==> config.mk <==
export PLATFORM = sky130hd
export DESIGN_NAME = fetch_buffer
export DESIGN_NICKNAME = d
export VERILOG_FILES = /design/src/rtl/fetch_buffer.sv
export SDC_FILE = /design/constraint.sdc
export NUM_CORES = 1
export LEC_CHECK = 0
export ABC_AREA = 0
export CORE_AREA = 4 4 218 220
export CTS_BUF_LIST = sky130_fd_sc_hd__clkbuf_2 sky130_fd_sc_hd__clkbuf_4 sky130_fd_sc_hd__clkbuf_8
export DETAILED_ROUTE_END_ITERATION = 6
export DIE_AREA = 0 0 222 224
export PLACE_DENSITY = 0.79
export SYNTH_ARGS = -nofsm -noshare
export SYNTH_HDL_FRONTEND = slang
export SYNTH_SLANG_ARGS = --single-unit
==> constraint.sdc <==
create_clock -name clk -period 11.1 [get_ports clk]
set_input_delay 1.11 -clock clk [delete_from_list [all_inputs] [get_ports clk]]
set_output_delay 1.11 -clock clk [all_outputs]
set_load 0.02 [all_outputs]
==> src/rtl/fetch_buffer.sv <==
// -----------------------------------------------------------------------------
// fetch_buffer
//   Owns the fetch PC and drives the ifu lookup addresses. Each 64-bit line
//   returned by the ifu is split into two 32-bit instructions. Those
//   instructions are queued in a small FIFO of {pc, instr} entries and
//   presented to decode over a valid/ready handshake. A redirect flushes the
//   queue and restarts fetch at the new PC.
//
// Optional feature macro: FETCH_BUF_BYPASS_EN
//   When defined, an empty queue forwards the first word of a hitting line
//   straight to out_* in the same cycle. If decode takes it (out_ready=1),
//   the word is not stored; any second word is still enqueued.
//   When undefined, out_* comes only from the queue, with one cycle of
//   latency.
//
// Parameters
//   ADDR_W    fetch address width
//   LINE_W    ifu line width (two 32-bit instructions)
//   DEPTH     queue entries (power of 2, >= 2)
//   RESET_PC  fetch PC after reset
//
// Ports
//   clk              clock
//   rstn             synchronous reset, active high
//   instr_addr       current fetch PC to ifu
//   next_instr_addr  fetch PC for the next cycle (combinational)
//   ifu_data         line holding instr_addr
//   instr_valid      ifu hit for instr_addr this cycle
//   ifu_miss         ifu line fill in progress
//   redirect_valid   flush and restart fetch at redirect_pc
//   redirect_pc      new fetch PC (bits [1:0] ignored)
//   out_valid        out_instr/out_pc valid
//   out_ready        decode accepts the head instruction
//   out_instr        instruction to decode
//   out_pc           PC of out_instr
// -----------------------------------------------------------------------------
module fetch_buffer #(
    parameter int                 ADDR_W   = 64,
    parameter int                 LINE_W   = 64,
    parameter int                 DEPTH    = 4,
    parameter logic [ADDR_W-1:0]  RESET_PC = ADDR_W'(64'h80000000)
) (
    input  logic              clk,
    input  logic              rstn,
    output logic [ADDR_W-1:0] instr_addr,
    output logic [ADDR_W-1:0] next_instr_addr,
    input  logic [LINE_W-1:0] ifu_data,
    input  logic              instr_valid,
    input  logic              ifu_miss,
    input  logic              redirect_valid,
    input  logic [ADDR_W-1:0] redirect_pc,
    output logic              out_valid,
    input  logic              out_ready,
    output logic [31:0]       out_instr,
    output logic [ADDR_W-1:0] out_pc
);

    localparam int PTR_W = $clog2(DEPTH);
    localparam int CNT_W = PTR_W + 1;

    localparam logic [ADDR_W-1:0] ALIGN_MASK = ~ADDR_W'(3);
    localparam logic [ADDR_W-1:0] WORD_STEP  = ADDR_W'(4);
    localparam logic [PTR_W-1:0]  PTR_ONE    = PTR_W'(1);
    localparam logic [CNT_W-1:0]  CNT_DEPTH  = CNT_W'(DEPTH);

    // Control state
    logic [ADDR_W-1:0] fpc;
    logic [CNT_W-1:0]  count;
    logic [PTR_W-1:0]  rd_ptr;
    logic [PTR_W-1:0]  wr_ptr;

    // Queue storage (data only, never reset)
    logic [31:0]       mem_instr [DEPTH];
    logic [ADDR_W-1:0] mem_pc    [DEPTH];

    logic [ADDR_W-1:0] fpc_nxt;
    logic [CNT_W-1:0]  free;
    logic [CNT_W-1:0]  wr_sum;
    logic [PTR_W-1:0]  wr_ptr1;
    logic [PTR_W-1:0]  wr_ptr_nxt;
    logic [1:0]        avail;
    logic [1:0]        push_n;
    logic [1:0]        enq_n;
    logic              fetch_ok;
    logic              qvalid;
    logic              qpop;
    logic              skip;
    logic [31:0]       word0;
    logic [ADDR_W-1:0] pc1;
    logic [31:0]       enq0_instr;
    logic [ADDR_W-1:0] enq0_pc;

    // Fetch, push count and output selection
    always_comb begin
        // A PC in the upper half of the line only has the high word left.
        avail    = fpc[2] ? 2'd1 : 2'd2;
        // Free slots are counted before this cycle's pop, so a popped slot
        // is never refilled in the same cycle.
        free     = CNT_DEPTH - count;
        fetch_ok = instr_valid && !ifu_miss && !redirect_valid;
        push_n   = 2'd0;
        if (fetch_ok) begin
            if (free >= CNT_W'(avail)) push_n = avail;
            else                        push_n = free[1:0];
        end

        word0  = fpc[2] ? ifu_data[63:32] : ifu_data[31:0];
        pc1    = fpc + WORD_STEP;
        qvalid = (count != '0);

`ifdef FETCH_BUF_BYPASS_EN
        // push_n is already zero in a redirect cycle, so bypass is off there.
        skip      = !qvalid && (push_n != 2'd0) && out_ready;
        out_valid = qvalid || (push_n != 2'd0);
        if (qvalid) begin
            out_instr = mem_instr[rd_ptr];
            out_pc    = mem_pc[rd_ptr];
        end else if (push_n != 2'd0) begin
            out_instr = word0;
            out_pc    = fpc;
        end else begin
            out_instr = '0;
            out_pc    = '0;
        end
`else
        skip      = 1'b0;
        out_valid = qvalid;
        out_instr = qvalid ? mem_instr[rd_ptr] : '0;
        out_pc    = qvalid ? mem_pc[rd_ptr]    : '0;
`endif

        qpop  = qvalid && out_ready && !redirect_valid;
        enq_n = push_n - {1'b0, skip};

        // When the bypassed word was consumed, the only remaining word is the
        // high half of an aligned line.
        enq0_instr = skip ? ifu_data[63:32] : word0;
        enq0_pc    = skip ? pc1             : fpc;

        wr_ptr1    = wr_ptr + PTR_ONE;
        wr_sum     = CNT_W'(wr_ptr) + CNT_W'(enq_n);
        wr_ptr_nxt = wr_sum[PTR_W-1:0];

        if (redirect_valid) fpc_nxt = redirect_pc & ALIGN_MASK;
        else                fpc_nxt = fpc + ADDR_W'({push_n, 2'b00});

        instr_addr      = fpc;
        next_instr_addr = fpc_nxt;
    end

    // Control registers
    always_ff @(posedge clk) begin
        if (rstn) begin
            fpc    <= RESET_PC;
            count  <= '0;
            rd_ptr <= '0;
            wr_ptr <= '0;
        end else if (redirect_valid) begin
            fpc    <= fpc_nxt;
            count  <= '0;
            rd_ptr <= '0;
            wr_ptr <= '0;
        end else begin
            fpc    <= fpc_nxt;
            count  <= count + CNT_W'(enq_n) - CNT_W'(qpop);
            rd_ptr <= rd_ptr + PTR_W'(qpop);
            wr_ptr <= wr_ptr_nxt;
        end
    end

    // Queue write
    always_ff @(posedge clk) begin
        if (enq_n != 2'd0) begin
            mem_instr[wr_ptr] <= enq0_instr;
            mem_pc[wr_ptr]    <= enq0_pc;
        end
        if (enq_n == 2'd2) begin
            mem_instr[wr_ptr1] <= ifu_data[63:32];
            mem_pc[wr_ptr1]    <= pc1;
        end
    end

endmodule

-- Word level (Yosys, flattened, before mapping)
Memories as Yosys holds them, arrays and structs flattened. A register that Yosys moved wholly into a read port is not among the register bits.
Index checks and enable logic that the tools add are counted.
- register bits: 71
- latch bits: 0
- RAM bits: 384
- memory bits (read-only): 0
- bits of input ports: 134
- output and inout port bits: 225
- logic and storage cells: 38
- memories: 2
- memories (name ; words ; bits a word ; read ports ; clocked after Yosys merged registers in ; write ports ; RTL line ; text):
    mem_pc ; 4 ; 64 ; 1 ; 1 ; 2 ; 74 ; logic [ADDR_W-1:0] mem_pc [DEPTH];
    mem_instr ; 4 ; 32 ; 1 ; 1 ; 2 ; 73 ; logic [31:0] mem_instr [DEPTH];
- add/sub/neg operators: 8
- multipliers: 0
- divide/modulo/power cells: 0
- magnitude comparators: 1
- equality and inequality tests: 1
- shifts and indexed selects: 0
- mux-type cells: 13
- bitwise gates (word level): 0
- reduce and logical (&&, ||, !) cells: 9
- operators with widths (cell ; count):
    two-way mux 64 bit ; 2
    adder 64 x 3 -> 64 bit, second input constant ; 1
    adder 64 x 4 -> 64 bit ; 1
    two-way mux 32 bit ; 2
    two-way mux 2 bit ; 5
    logical AND 1 bit ; 4
    two-way mux 1 bit ; 4
    adder 3 x 2 -> 3 bit ; 1
    >= comparator 3 x 2 -> 1 bit ; 1
    nonzero test 3 bit ; 1
    subtractor 3 x 1 -> 3 bit ; 1
    subtractor 3 bit, first input constant ; 1
    adder 2 x 1 -> 2 bit ; 1
    adder 2 x 1 -> 2 bit, second input constant ; 1
    adder 2 bit ; 1
    == test 2 bit, second input constant ; 1
    logical NOT 1 bit ; 2
    nonzero test 2 bit ; 1
    OR reduction 2 bit ; 1

-- Depth between registers and ports, before layout
- word-level depth: 7
- depth in mapped cells: 16

-- Worst setup path after synthesis
Ideal clock, no wire load.
- path kind: in2reg
- start: input port ifu_miss
- end: memory mem_instr[0][0], enable pin
- library setup time: 0.692 ns
- data arrival time: 8.808 ns
- data required time: 10.408 ns
- slack: 1.601 ns
- stages on the path: 3
- buffers on the path: 0
- cells stage by stage: or3b_1 a31o_2 o31ai_1
- RTL lines (item ; RTL line ; text):
    start, declared ; 49 ; input logic ifu_miss,
    end, declared ; 73 ;

-- Worst setup path after layout
- start: register count[0]
- end: output port next_instr_addr[62]
- longest elaborated chain between the ends: 6
- ends and longest elaborated chain (item ; RTL line ; text):
    start, declared ; 68 ; logic [CNT_W-1:0] count;
    start signal, assigned ; 165 ; count <= count + CNT_W'(enq_n) - CNT_W'(qpop);
    subtractor 3 bit (*) ; 99 ; free = CNT_DEPTH - count;
    >= comparator 3 x 2 -> 1 bit ; 103 ; if (free >= CNT_W'(avail)) push_n = avail;
    two-way mux 2 bit (*) ; 103 ;
    two-way mux 2 bit (*) ; 102 ; if (fetch_ok) begin
    adder 64 x 4 -> 64 bit (*) ; 145 ; else fpc_nxt = fpc + ADDR_W'({push_n, 2'b00});
    two-way mux 64 bit (*) ; 144 ; if (redirect_valid) fpc_nxt = redirect_pc & ALIGN_MASK;
    end, declared ; 46 ; output logic [ADDR_W-1:0] next_instr_addr,
Mark *: on every way between the ends. The rest lies on a longest branch, timed or not.

==> metrics.csv <==
stage,metric,value,unit
outcome,status,completed,
sta,final max-slew violation count,0,
clock_tree,postcts setup bufs,0,
sta,Fin. Hold Viols,0,
logic_synthesis,Synth Area in Compound Gates,3.52,%
logic_synthesis,Synth Area per Inst,12.2,µm²
routing,antenna-violating nets left,0,
logic_synthesis,share of the synthesized area in the top cell type,46.3,%
routing,DRC viols,0,
routing,final WL,75500,µm
clock_tree,CTS tree,done,
logic_synthesis,Yosys warning count,0,
layout,# nets final,2497,
logic_synthesis,top-count cell post-synth,edfxtp_1,
logic_synthesis,number of enable flip-flop cells after synthesis,384,
floorplanning,Ports,359,
worst_setup_path,worst-path maximum fanout,10,
logic_synthesis,Yosys cell types,71,
worst_setup_path,WP data arrival,6.11,ns
worst_setup_path,Worst path max stage delay,0.72,ns
logic_synthesis,post-synth top area cell,edfxtp_1,
routing,Via Count,18496,
layout,post-route design area,30300,µm²
clock_tree,CTS sink count,455,
logic_synthesis,"Net Count, Synth",2188,
worst_setup_path,most used cell along the critical path,ha_1,
logic_synthesis,Main synth FF type,edfxtp_1,
grt,Global Route Usage Sum,29.7,%
routing,vias per cell,6.16,
clock_tree,"CTS clk-pin slew, worst paths",0.06,ns
clock_tree,worst skew pair latency,0.66,ns
pwr,P per Cell Area,132,nW/µm²
logic_synthesis,fraction of registers with async set/reset,0,%
sta,top achievable clock speed,138,MHz
worst_setup_path,Worst EP required,9.99,ns
logic_synthesis,Gate Count Post-Synth,2040,
worst_setup_path,Setup CP Type,reg2out,
sta,clk_skew,0.0415,ns
routing,Initial DRC Count,1907,
grt,vias in the first global route,19243,
logic_synthesis,post-synth design cell area,24900,µm²
logic_synthesis,Post-Synth XOR/XNOR Area,10.2,%
grt,initial antenna violation count,1,
placement,Placement Cell Area,28900,µm²
logic_synthesis,Post-Synth Simple-Gate Area,15.5,%
sta,Setup Viol. Count Final,0,
logic_synthesis,sequential-to-total area share from yosys stat,52.0,%
routing,1st-pass router iterations,6,
worst_setup_path,CP endpoint kind,primary output,
sta,Max-slew headroom,13.7,%
logic_synthesis,#FFs+latches synth,455,
sta,Hold Slack,0.536,ns
floorplanning,DIE AREA,49700,µm²
clock_tree,CTS max path bufs,3,
layout,layout cells sized above 1,18.0,%
floorplanning,die width,222,µm
clock_tree,Clk Tree Root Cell,clkbuf_8,
worst_setup_path,Critical Path Start Type,register,
worst_setup_path,"critical path, cell by cell","inv_1, ha_1, ha_1, nor2b_1, a22o_1, o21ai_0, fa_1, nand3b_1, nor4_4, nand4b_1, o211a_1, nor3_1, clkdlybuf4s50_1",
sta,minimum clock period,7.22,ns
clock_tree,H-tree depth,3,
clock_tree,CTS Buf Count,75,
logic_synthesis,fraction of the mapped netlist area in adder cells,0.764,%
grt,first-pass GRT wire length,114000,µm
sta,RSZ-0062 raised after global routing,no,
floorplanning,num rows,78,
pwr,Max VDD drop,0.0789,mV
sta,Setup TNS,0,ns
logic_synthesis,most frequent cells after synthesis,"384 x edfxtp_1, 217 x nor2_1, 151 x xor2_1",
logic_synthesis,"top cells by area, synth","edfxtp_1 46%, mux4_2 8.7%, mux2_2 5.9%",
floorplanning,Starting Density,55.0,%
job,Max-Cap Viols,0,
worst_setup_path,CP max-delay cell,nor4_4,
grt,GR Overflow Total,0,
routing,DR WL/cell,25.1,µm
layout,Final Util,67.0,%
min_path,Hold Path Class,reg2reg,
layout,fillcell total,3309,
floorplanning,DIE HEIGHT,224,µm
placement,GP Congestion,0.958,
clock_tree,cts hold-fix bufs,0,
logic_synthesis,largest family of logic cells by synthesized area,simple AND/OR/NAND/NOR gates,
floorplanning,Core ar.,45300,µm²
sta,fin crit share,65.1,%
placement,post-DP HPWL,49700,µm
placement,buffers added on ports,356,
logic_synthesis,multiplexer area fraction after synthesis,14.8,%
layout,Area Overhead vs Synth,21.8,%
grt,largest net degree at the start of global routing,75,
clock_tree,PostCTS Resize Cnt,0,
sta,Slew @ Worst Pin,1.28,ns
pwr,static leakage,10.1,nW
## worst paths after layout
check	cells after the start	startpoint	to	slack (ns)
max	13	count[0]	next_instr_addr[62]	3.88
min	0	instr_addr[1]	mem_pc[3][1]	0.54
max reg2reg	12	count[0]	instr_addr[62]	6.18
min reg2reg	0	instr_addr[1]	mem_pc[3][1]	0.54
## metal layers
metal	global-route usage (%)	vias to the layer above	part of all wire [%]
met1	38.6	9055	38
li1	-	8110	-
met3	6.45	193	10
met5	0	-	0.012
met2	48.7	1136	48
met4	12.8	2	4.2
## registers in the layout, indices dropped and copies added (netlist names)
register,count
count,3
instr_addr,64
mem_instr,128
mem_pc,256
rd_ptr,2
wr_ptr,2
## cell usage in the layout, fill, tap and decap left out, types with 61 or more instances in the layout
cell               n
mux2_2           130
clkdlybuf4s50_1  354
clkbuf_8          81
xnor2_1          138
nand2_1          132
and2_1           119
nor3_1            61
nor2_1           211
edfxtp_1         384
xor2_1           151
mux4_2            96
dfxtp_1           69
## cell type report
| class | count | area (µm²) | share of cell area (%) |
|---|---|---|---|
| well taps | 600 | 751 | 2.48 |
| multi-input cells | 1400 | 11300 | 37.2 |
| flip-flops and latches | 455 | 13000 | 42.7 |
| clock buffers | 108 | 1320 | 4.34 |
| inverters | 29 | 110 | 0.363 |
| diodes | 1 | 2.50 | 0.00825 |
| clock inverters | 24 | 124 | 0.408 |
| repair buffers | 388 | 3790 | 12.5 |
## worst max-delay path: cells and delay by family (launching register included)
kind / cells / cell delay [ns]
buf+inv: 2 / 0.74
flops: 1 / 0.38
compound gates: 3 / 1.08
simple gates: 5 / 1.88
fa+ha+maj: 3 / 1.35
## logic make-up after synthesis
logic type	Yosys count
xor+xnor	289
fa+ha+maj	14
buf+inv	185
simple gates	737
compound gates	129
flops	455
mux	231
## power by group
part | leakage [nW] | switching (mW) | internal, mW
logic | 5.19 | 0.309 | 0.282
clock network | 0.758 | 0.665 | 0.764
registers | 4.12 | 0.0713 | 1.91
total | 10.1 | 1.05 | 2.96
## metrics by stage
| step | power (mW) | worst slack (ns) | cells |
|---|---|---|---|
| detailed placement | 2.61 | 4.04 | 2872 |
| global placement | 2.59 | 4.05 | 2872 |
| floorplan | 2.33 | 1.60 | 2040 |
| global route | 4.14 | 3.53 | 3004 |
| finish | 4.01 | 3.88 | 3005 |
| CTS | 4.02 | 3.89 | 3004 |
No activity file was read; power rests on OpenSTA's default activity.
==> variant, RTL diff (config.mk and constraints unchanged) <==
Reset style: asynchronous (`rstn`), changed in one clocked block. Comments in the files are not updated.
--- a/src/rtl/fetch_buffer.sv
+++ b/src/rtl/fetch_buffer.sv
@@ -149,7 +149,7 @@
     end
 
     // Control registers
-    always_ff @(posedge clk) begin
+    always_ff @(posedge clk or posedge rstn) begin
         if (rstn) begin
             fpc    <= RESET_PC;
             count  <= '0;
Check against the original RTL: differs if rstn is asserted again (counterexample within 4 cycles, from zero or initial values and one cycle with rstn high); with rstn held inactive, the same outputs for 4 cycles.
==> variant against the unedited design <==
  * Design area fell by 0.29%
  * Sequential cell count unchanged
  * Synthesized area down 1.0%
  * Wire length fell by 2.9%
  * Worst setup slack worse by 260 ps
  * Largest cell class unchanged
Power is not compared: it rests on default switching activity, and its combinational part moved more than twofold at a synthesized area within 25%.
==> variant: results (changes against the unedited design) <==
{| class="wikitable"
! Metric !! Value
|-
| Actual slew at the worst max-slew pin || 1183 ps (was 1283 ps)
|-
| Via count of the first global-routing pass || 18,195 (was 19,243)
|-
| Clock H-tree levels || 3 (unchanged)
|-
| Routability cong. || 0.9308 (was 0.9578)
|-
| Post-synth top cells || edfxtp_1, nor2_1, xor2_1, nand2_1, mux2_2 (was edfxtp_1, nor2_1, xor2_1, xnor2_1, nand2_1)
|-
| Syn_nets || 2,097 (was 2,188)
|-
| Global-route wire length before repair || 110.9 mm (was 113.9 mm)
|-
| DP Wirelength || 46.81 mm (was 49.69 mm)
|-
| Maximum fanout along the worst path || 14 (was 10)
|-
| GRT Resource Usage Total || 28.99% (was 29.69%)
|-
| Latest clock arrival within the worst-skew pair || 670 ps
|-
| Launching instance or port of the critical path || instr_addr[2]$_DFF_PP0_ (was count[0]$_SDFF_PP0_)
|-
| Maximum number of pins on one net before global-route repair || 103 (was 75)
|-
| Cell types occupying the most area after synthesis || edfxtp_1, mux4_2, dfrtp_1, xor2_1, mux2_2 (was edfxtp_1, mux4_2, mux2_2, dfxtp_1, xor2_1)
|-
| Reg-to-reg setup timing slack || 5850 ps (was 6180 ps)
|-
| Fin nets || 2,416 (was 2,497)
|-
| WL final || 73.33 mm (was 75.49 mm)
|-
| Initial detailed-routing violation count || 1,912 (was 1,907)
|-
| Total clock buffers created by CTS || 78 (was 75)
|-
| R2R depth || 11 (was 12)
|-
| Vias per cell || 6.077 (was 6.155)
|-
| Share of the clock period used by the worst path after layout || 67.43% (was 65.06%)
|-
| Fraction of the yosys area taken by sequential cells || 53.98% (was 52.00%)
|-
| Fraction of final layout cells with drive strength greater than 1 || 18.66% (was 18.01%)
|-
| Critical path data arrival time || 6370 ps (was 6110 ps)
|-
| Async S/R FF share, synth || 15.60% (was 0%)
|-
| Clock skew || 46.81 ps (was 41.50 ps)
|-
| Capture point of the worst path || next_instr_addr[52] (was next_instr_addr[62])
|-
| RR Endpoint || instr_addr[63]$_DFF_PP0_ (was instr_addr[62]$_SDFF_PP0_)
|-
| Result of the run || complete, no violations (unchanged)
|-
| Launch instance of the worst register-to-register path || instr_addr[2]$_DFF_PP0_ (was count[0]$_SDFF_PP0_)
|}
## variant: how the worst min path moves through the flow
stage,start,to,cells after the start
CTS,count[2]$_DFF_PP0_,count[2]$_DFF_PP0_,2
finish,count[2]$_DFF_PP0_,count[2]$_DFF_PP0_,2
global placement,instr_addr[1]$_DFF_PP0_,mem_pc[0][1]$_DFFE_PP_,0
floorplan,count[2]$_DFF_PP0_,count[2]$_DFF_PP0_,2
detailed placement,count[2]$_DFF_PP0_,count[2]$_DFF_PP0_,2
global route,count[2]$_DFF_PP0_,count[2]$_DFF_PP0_,2
## variant: final cells by class
cell class	instances	area (µm²)
Fill cell	3317	15050
Sequential cell	455	13320
Multi-Input combinational cell	1320	10690
Timing Repair Buffer	390	3816
Clock buffer	121	1440
Tap cell	600	750.7
Clock inverter	22	131.4
Inverter	23	87.58
Antenna cell	2	5.005
## variant: logic make-up after synthesis
family                     synth area share (%)
xor gates and xnor gates                  10.41
AOI/OAI and AO/OA                         2.522
DFF                                       53.98
adders and majority gates                0.7714
buffers and inverters                     3.299
and+or+nand+nor                           14.32
muxes                                     14.70
## variant: per-stage QoR
stage          utilization, %  instance area [µm²]  hold slack (ps)  std cells
2_1_floorplan               -                24650            509.1       1949
5_1_grt                 66.76                30230            583.0       2931
4_1_cts                 66.76                30230            549.3       2931
3_5_place_dp            63.29                28660            540.1       2788
3_3_place_gp            63.29                28660            523.3       2788
6_report                66.77                30240            549.1       2933
## variant: power groups by stage
stage                     sequential (mW)  combinational, mW  clock (mW)
final                                2.17               1.85        1.54
after global routing                 2.19               1.95        1.65
after CTS                            2.17               1.86        1.56
after detailed placement             2.21               1.85           0
after global placement               2.20               1.83           0
after floorplan                      2.14               1.11           0
## variant: metal layers
layer  GRT usage [%]  share of wire [%]  vias up
met3           7.732                 10      189
met5               0              0.059        -
met1           36.90                 38     8854
met4           11.00                3.5        6
li1                -                  -     7738
met2           48.14                 49     1036
## variant: worst register-to-register path, stage by stage, from the launching register on
cell,delay [ps]
dfrtp_1,890
ha_1,420
nor2b_1,170
a22o_1,360
o21ai_0,630
inv_1,100
ha_1,290
a21oi_1,240
nor4_4,810
nand2_1,490
o31a_1,410
o31a_1,300
